===== config.mk =====
export PLATFORM = sky130hd
export DESIGN_NAME = instr_fetch_flat
export DESIGN_NICKNAME = d
export VERILOG_FILES = /design/src/rtl/instr_fetch_if.sv /design/src/rtl/instr_fetch.sv /design/src/flat_wrapper.sv
export SDC_FILE = /design/constraint.sdc
export NUM_CORES = 1
export LEC_CHECK = 0
export ABC_AREA = 0
export CAP_MARGIN = 20
export CORE_MARGIN = 10
export CORE_UTILIZATION = 60
export DETAILED_ROUTE_END_ITERATION = 16
export PLACE_DENSITY_LB_ADDON = 0.1
export SLEW_MARGIN = 15
export SYNTH_ARGS = -nofsm -noshare
export SYNTH_HDL_FRONTEND = slang
export SYNTH_SLANG_ARGS = --single-unit

===== constraint.sdc =====
create_clock -name clk -period 8.4 [get_ports clk]
set_clock_uncertainty 0.15 [all_clocks]
set_input_delay 1.68 -clock clk [delete_from_list [all_inputs] [get_ports clk]]
set_output_delay 1.68 -clock clk [all_outputs]
set_load 0.01 [all_outputs]

===== src/rtl/instr_fetch_if.sv =====
// Fetch-unit bundle: I-cache request/response, decode-side instruction stream and redirect.
interface instr_fetch_if;
  logic        ic_req_valid;
  logic [31:0] ic_req_addr;
  logic        ic_req_ready;
  logic        ic_resp_valid;
  logic [31:0] ic_resp_data;
  logic        inst_valid;
  logic [31:0] inst;
  logic [31:0] inst_pc;
  logic        inst_ready;
  logic        redirect_valid;
  logic [31:0] redirect_pc;

  modport master (
    output ic_req_valid, ic_req_addr,
    input  ic_req_ready, ic_resp_valid, ic_resp_data,
    output inst_valid, inst, inst_pc,
    input  inst_ready, redirect_valid, redirect_pc
  );

  modport slave (
    input  ic_req_valid, ic_req_addr,
    output ic_req_ready, ic_resp_valid, ic_resp_data,
    input  inst_valid, inst, inst_pc,
    output inst_ready, redirect_valid, redirect_pc
  );
endinterface


===== src/rtl/instr_fetch.sv =====
// RV32 instruction-fetch front end: sequential PC generation, I-cache request handling,
// redirect with stale-response drop, and a small {pc, inst} FIFO toward decode.
`default_nettype none

module instr_fetch #(
  parameter logic [31:0] RESET_PC = 32'h0000_0000,
  parameter int          DEPTH    = 4
) (
  input  wire logic   clk,
  input  wire logic   reset,
  instr_fetch_if.master bus
);

  localparam int AW = (DEPTH > 1) ? $clog2(DEPTH) : 1;
  localparam int CW = $clog2(DEPTH + 1);
  localparam logic [CW-1:0] FULL = CW'(DEPTH);

  localparam logic [1:0] S_FETCH = 2'd0;
  localparam logic [1:0] S_WAIT  = 2'd1;
  localparam logic [1:0] S_DRAIN = 2'd2;

  logic [1:0]    state_q, state_d;
  logic [31:0]   pc_q, pc_d;
  logic [31:0]   req_addr_q, req_addr_d;
  logic [AW-1:0] rd_ptr_q, rd_ptr_d;
  logic [AW-1:0] wr_ptr_q, wr_ptr_d;
  logic [CW-1:0] count_q, count_d;
  logic [31:0]   fifo_pc_q   [DEPTH];
  logic [31:0]   fifo_inst_q [DEPTH];

  logic        redir;
  logic [31:0] redir_pc;
  logic        req_valid;
  logic        accept;
  logic        push;
  logic [31:0] push_pc;
  logic        pop;
  logic        head_valid;
  logic        unused_rpc_lsbs;

  assign redir           = bus.redirect_valid;
  assign redir_pc        = {bus.redirect_pc[31:2], 2'b00};
  assign unused_rpc_lsbs = ^bus.redirect_pc[1:0];

  // In WAIT/DRAIN the request stays up: the cache keeps using the address through its miss.
  assign req_valid = (state_q == S_FETCH) ? ((count_q < FULL) && !redir) : 1'b1;
  assign accept    = (state_q == S_FETCH) && req_valid && bus.ic_req_ready;

  assign bus.ic_req_valid = req_valid && !reset;
  assign bus.ic_req_addr  = (state_q == S_FETCH) ? pc_q : req_addr_q;

  assign head_valid     = (count_q != '0) && !redir;
  assign pop            = head_valid && bus.inst_ready;
  assign bus.inst_valid = head_valid;
  assign bus.inst       = fifo_inst_q[rd_ptr_q];
  assign bus.inst_pc    = fifo_pc_q[rd_ptr_q];

  always_comb begin
    state_d    = state_q;
    pc_d       = pc_q;
    req_addr_d = req_addr_q;
    push       = 1'b0;
    push_pc    = pc_q;
    case (state_q)
      S_FETCH: begin
        if (redir) begin
          pc_d = redir_pc;
        end else if (accept) begin
          if (bus.ic_resp_valid) begin
            push    = 1'b1;
            push_pc = pc_q;
            pc_d    = pc_q + 32'd4;
          end else begin
            req_addr_d = pc_q;
            state_d    = S_WAIT;
          end
        end
      end
      S_WAIT: begin
        if (redir) begin
          pc_d    = redir_pc;
          state_d = bus.ic_resp_valid ? S_FETCH : S_DRAIN;
        end else if (bus.ic_resp_valid) begin
          push    = 1'b1;
          push_pc = req_addr_q;
          pc_d    = req_addr_q + 32'd4;
          state_d = S_FETCH;
        end
      end
      S_DRAIN: begin
        if (redir) begin
          pc_d = redir_pc;
        end
        if (bus.ic_resp_valid) begin
          state_d = S_FETCH;
        end
      end
      default: state_d = S_FETCH;
    endcase
  end

  always_comb begin
    rd_ptr_d = rd_ptr_q;
    wr_ptr_d = wr_ptr_q;
    count_d  = count_q;
    if (redir) begin
      rd_ptr_d = '0;
      wr_ptr_d = '0;
      count_d  = '0;
    end else begin
      if (push) wr_ptr_d = wr_ptr_q + AW'(1);
      if (pop)  rd_ptr_d = rd_ptr_q + AW'(1);
      case ({push, pop})
        2'b10:   count_d = count_q + CW'(1);
        2'b01:   count_d = count_q - CW'(1);
        default: count_d = count_q;
      endcase
    end
  end

  always_ff @(posedge clk or posedge reset) begin
    if (reset) begin
      state_q    <= S_FETCH;
      pc_q       <= RESET_PC;
      req_addr_q <= RESET_PC;
      rd_ptr_q   <= '0;
      wr_ptr_q   <= '0;
      count_q    <= '0;
    end else begin
      state_q    <= state_d;
      pc_q       <= pc_d;
      req_addr_q <= req_addr_d;
      rd_ptr_q   <= rd_ptr_d;
      wr_ptr_q   <= wr_ptr_d;
      count_q    <= count_d;
    end
  end

  // Storage needs no reset; validity is tracked entirely by count_q.
  always_ff @(posedge clk) begin
    if (push) begin
      fifo_pc_q[wr_ptr_q]   <= push_pc;
      fifo_inst_q[wr_ptr_q] <= bus.ic_resp_data;
    end
  end

endmodule

`default_nettype wire


===== src/flat_wrapper.sv =====
// flat-port wrapper written by rule: the top's interface ports become plain ports
module instr_fetch_flat 
#(
  parameter logic [31:0] RESET_PC = 32'h0000_0000,
  parameter int          DEPTH    = 4
)
  (clk, reset, bus_ic_req_valid, bus_ic_req_addr, bus_ic_req_ready, bus_ic_resp_valid, bus_ic_resp_data, bus_inst_valid, bus_inst, bus_inst_pc, bus_inst_ready, bus_redirect_valid, bus_redirect_pc);
  instr_fetch_if bus_i ();
  input  wire logic clk;
  input  wire logic reset;
  output wire logic [$bits(bus_i.ic_req_valid)-1:0] bus_ic_req_valid;
  output wire logic [$bits(bus_i.ic_req_addr)-1:0] bus_ic_req_addr;
  input wire logic [$bits(bus_i.ic_req_ready)-1:0] bus_ic_req_ready;
  input wire logic [$bits(bus_i.ic_resp_valid)-1:0] bus_ic_resp_valid;
  input wire logic [$bits(bus_i.ic_resp_data)-1:0] bus_ic_resp_data;
  output wire logic [$bits(bus_i.inst_valid)-1:0] bus_inst_valid;
  output wire logic [$bits(bus_i.inst)-1:0] bus_inst;
  output wire logic [$bits(bus_i.inst_pc)-1:0] bus_inst_pc;
  input wire logic [$bits(bus_i.inst_ready)-1:0] bus_inst_ready;
  input wire logic [$bits(bus_i.redirect_valid)-1:0] bus_redirect_valid;
  input wire logic [$bits(bus_i.redirect_pc)-1:0] bus_redirect_pc;
  assign bus_ic_req_valid = bus_i.ic_req_valid;
  assign bus_ic_req_addr = bus_i.ic_req_addr;
  assign bus_i.ic_req_ready = bus_ic_req_ready;
  assign bus_i.ic_resp_valid = bus_ic_resp_valid;
  assign bus_i.ic_resp_data = bus_ic_resp_data;
  assign bus_inst_valid = bus_i.inst_valid;
  assign bus_inst = bus_i.inst;
  assign bus_inst_pc = bus_i.inst_pc;
  assign bus_i.inst_ready = bus_inst_ready;
  assign bus_i.redirect_valid = bus_redirect_valid;
  assign bus_i.redirect_pc = bus_redirect_pc;
  instr_fetch #(.RESET_PC(RESET_PC), .DEPTH(DEPTH)) u_core (.clk(clk), .reset(reset), .bus(bus_i));
endmodule

==> reports/metrics.cfg <==
[run_status]
status=finished, final reports clean

[clock_network]
cts_tree=done
cts_root_buf=clkbuf_16
clk_pin_slew_ns=0.06
clock_latency_ns=0.52
ctsResizeCount=0
clk_path_buf_depth=3
cts_sinks=329
htree_levels=2
hold_buffers=0
postCtsSetupBuffers=0
cts-buffers-inserted=35

[power]
p_int_mw=4.02
p_seq_frac=0.405
combPwrFrac=0.351
powerDensity_mw_per_mm2=332
switching_power_mw=2.01
ir_drop_mv=0.278
p_leak_nw=6.11
p_clk_frac=0.243
p_sw_frac=0.333

[logic_synthesis]
async_flop_share=0.222
synth_top_area_frac=0.504
syn-instance-count=1032
yosysTopAreaCell=edfxtp_1
ys_ff_latch=329
ys_warn_count=0
syn-num-nets=1113
netlist-cell-type-count=75
synth.most_common_cell=edfxtp_1
synth_edf_count=256
synth_seq_area_share=0.623
synthTopCellsByArea=edfxtp_1 (50%), dfrtp_1 (12%), mux4_2 (9.4%), mux2_2 (6.4%), o21ai_0 (1.4%)
syn-cell-area_mm2=0.0153
yosys-top-cells-count=edfxtp_1 (256), mux2_2 (87), dfrtp_1 (73)
synthFlopType=edfxtp_1
syn_area_per_cell_um2=14.8

[sta]
worst_pin_slew_ns=1.10
rsz0062_at_grt=no
period_needed_ns=5.65
fin_setup_tns_ns=0
slew_headroom=0.266
fin_ws_ns=2.75
final-setup-viol-count=0
max_freq_mhz=177
hold_viol_final=0
slew_violations=0
post-route-period-util=0.672

[route]
vias_per_cell=6.39
drt-met1-wl_mm=15.9
drtIter0Drc=925
routedWlPerCell_um=25.2
topRoutingLayerUsed=met4
firstDrtPassIters=5
drc=0
met2_length_mm=18.5
wl_met3_mm=2.78
vias=9729
ant_nets=0
drt_wl_total_mm=38.3

[worst_setup_path]
critical_path_required_ns=6.57
crit_path_end_kind=primary output
critPathKind=in2out
critical_path.top_delay_family=buffers and inverters
worstPathMaxFanout=35
start_kind=input pin
slowest_stage=clkdlybuf4s50_1
cp.arrival_ns=3.82
cpPeakStageDelay_ns=0.67
cp_common_cell=clkdlybuf4s50_1
crit_chain=clkdlybuf4s50_1 -> buf_4 -> or2_2 -> a21oi_1 -> clkdlybuf4s50_1
timing.critical_path.buf_inv=3
r2r_slack_ns=4.12

[global_routing]
grt_overflow=0
grt.total_usage=0.233
grt_pass1_vias=10000
grt_pass1_wl_mm=59.8
antenna_found_initial=0
grt_max_degree=74

[die]
die_w_um=180
start_util=0.608
rows=58
pin_count=168
fp.dieH_um=180
dieArea_mm2=0.0322
core_mm2=0.0251

[final_layout]
n_fill_cell=1680
n_antenna_cell=0
area_growth_pct=19.0
instances_no_fill=1523
nNetsFinal=1248
drive_gt1_frac=0.204
final_core_util=0.723

[placement]
detailed_place_hpwl_mm=24.4
pre_cts_ws_ns=2.76
place_congestion=0.946
io_buffer_count=165
placed_cells=1460

[run]
maxCapViolCount=0

[min_path]
min_path_type=reg2reg

==> area by class of cell <==
class                   instances  area (um^2)  share of cell area
flip-flops and latches        329         9520               0.524
multi-input cells             605         5330               0.293
repair buffers                176         1730              0.0955
clock buffers                  50          982              0.0541
well taps                     330          413              0.0227
clock inverters                13          113             0.00620
inverters                      20         75.1             0.00413
==> path summary, 6_finish.rpt <==
path	from	end	cells after the start
max	bus_redirect_valid	bus_ic_req_valid	5
min in group asynchronous	reset	u_core.count_q[1]	3
max reg2reg	u_core.state_q[1]	u_core.fifo_pc_q[0][29]	7
max in group asynchronous	reset	u_core.rd_ptr_q[0]	3
min reg2reg	u_core.pc_q[0]	u_core.req_addr_q[0]	1
min	u_core.pc_q[0]	u_core.req_addr_q[0]	1
==> cells by family after synthesis <==
| logic type | synth area share |
|---|---|
| compound gates | 0.0721 |
| xor+xnor | 0.0166 |
| fa+ha+maj | 0.00951 |
| buf+inv | 0.0292 |
| flops | 0.623 |
| mux | 0.163 |
| simple gates | 0.0861 |
==> flip-flops by register name, indices dropped and copies added, names as in the netlist <==
register,count
u_core.fifo_pc_q,128
u_core.count_q,3
u_core.wr_ptr_q,2
u_core.state_q,2
u_core.rd_ptr_q,2
u_core.fifo_inst_q,128
u_core.req_addr_q,32
u_core.pc_q,32
==> power groups by stage <==
| stage | combinational (mW) | clock, mW | sequential, mW |
|---|---|---|---|
| after floorplan | 1.46 | 0 | 2.23 |
| after global placement | 2.08 | 0 | 2.44 |
| after detailed placement | 2.11 | 0 | 2.46 |
| after CTS | 2.13 | 1.49 | 2.43 |
| after global routing | 2.28 | 1.55 | 2.48 |
| final | 2.12 | 1.47 | 2.44 |
==> per-stage QoR <==
step	hold slack, ns	cell area [um^2]	total power, mW
detailed placement	0.396	17100	4.57
CTS	0.413	18200	6.05
finish	0.407	18200	6.03
floorplan	0.362	15300	3.69
global placement	0.383	17100	4.52
global route	0.436	18200	6.31
==> placed cells by master, fill, tap and decap left out, types with 18 or more instances in the layout <==
| master | synthesis | layout |
|---|---|---|
| a21oi_1 | 24 | 24 |
| nand2_1 | 51 | 50 |
| mux4_2 | 64 | 64 |
| nand4_1 | 25 | 25 |
| dfrtp_1 | 73 | 71 |
| edfxtp_1 | 256 | 256 |
| nor3_1 | 22 | 22 |
| clkdlybuf4s50_1 | 0 | 165 |
| mux2_2 | 87 | 87 |
| nand3_1 | 24 | 24 |
| inv_1 | 19 | 18 |
| clkbuf_16 | 0 | 35 |
| nor2_1 | 40 | 40 |
| o21ai_0 | 43 | 43 |
==> layer usage <==
metal | global-route usage | up-vias
li1 | - | 4342
met3 | 0.0512 | 65
met4 | 0.0738 | 0
met2 | 0.373 | 402
met1 | 0.313 | 4920
met5 | 0 | -
Power figures use the tool's default switching activity.
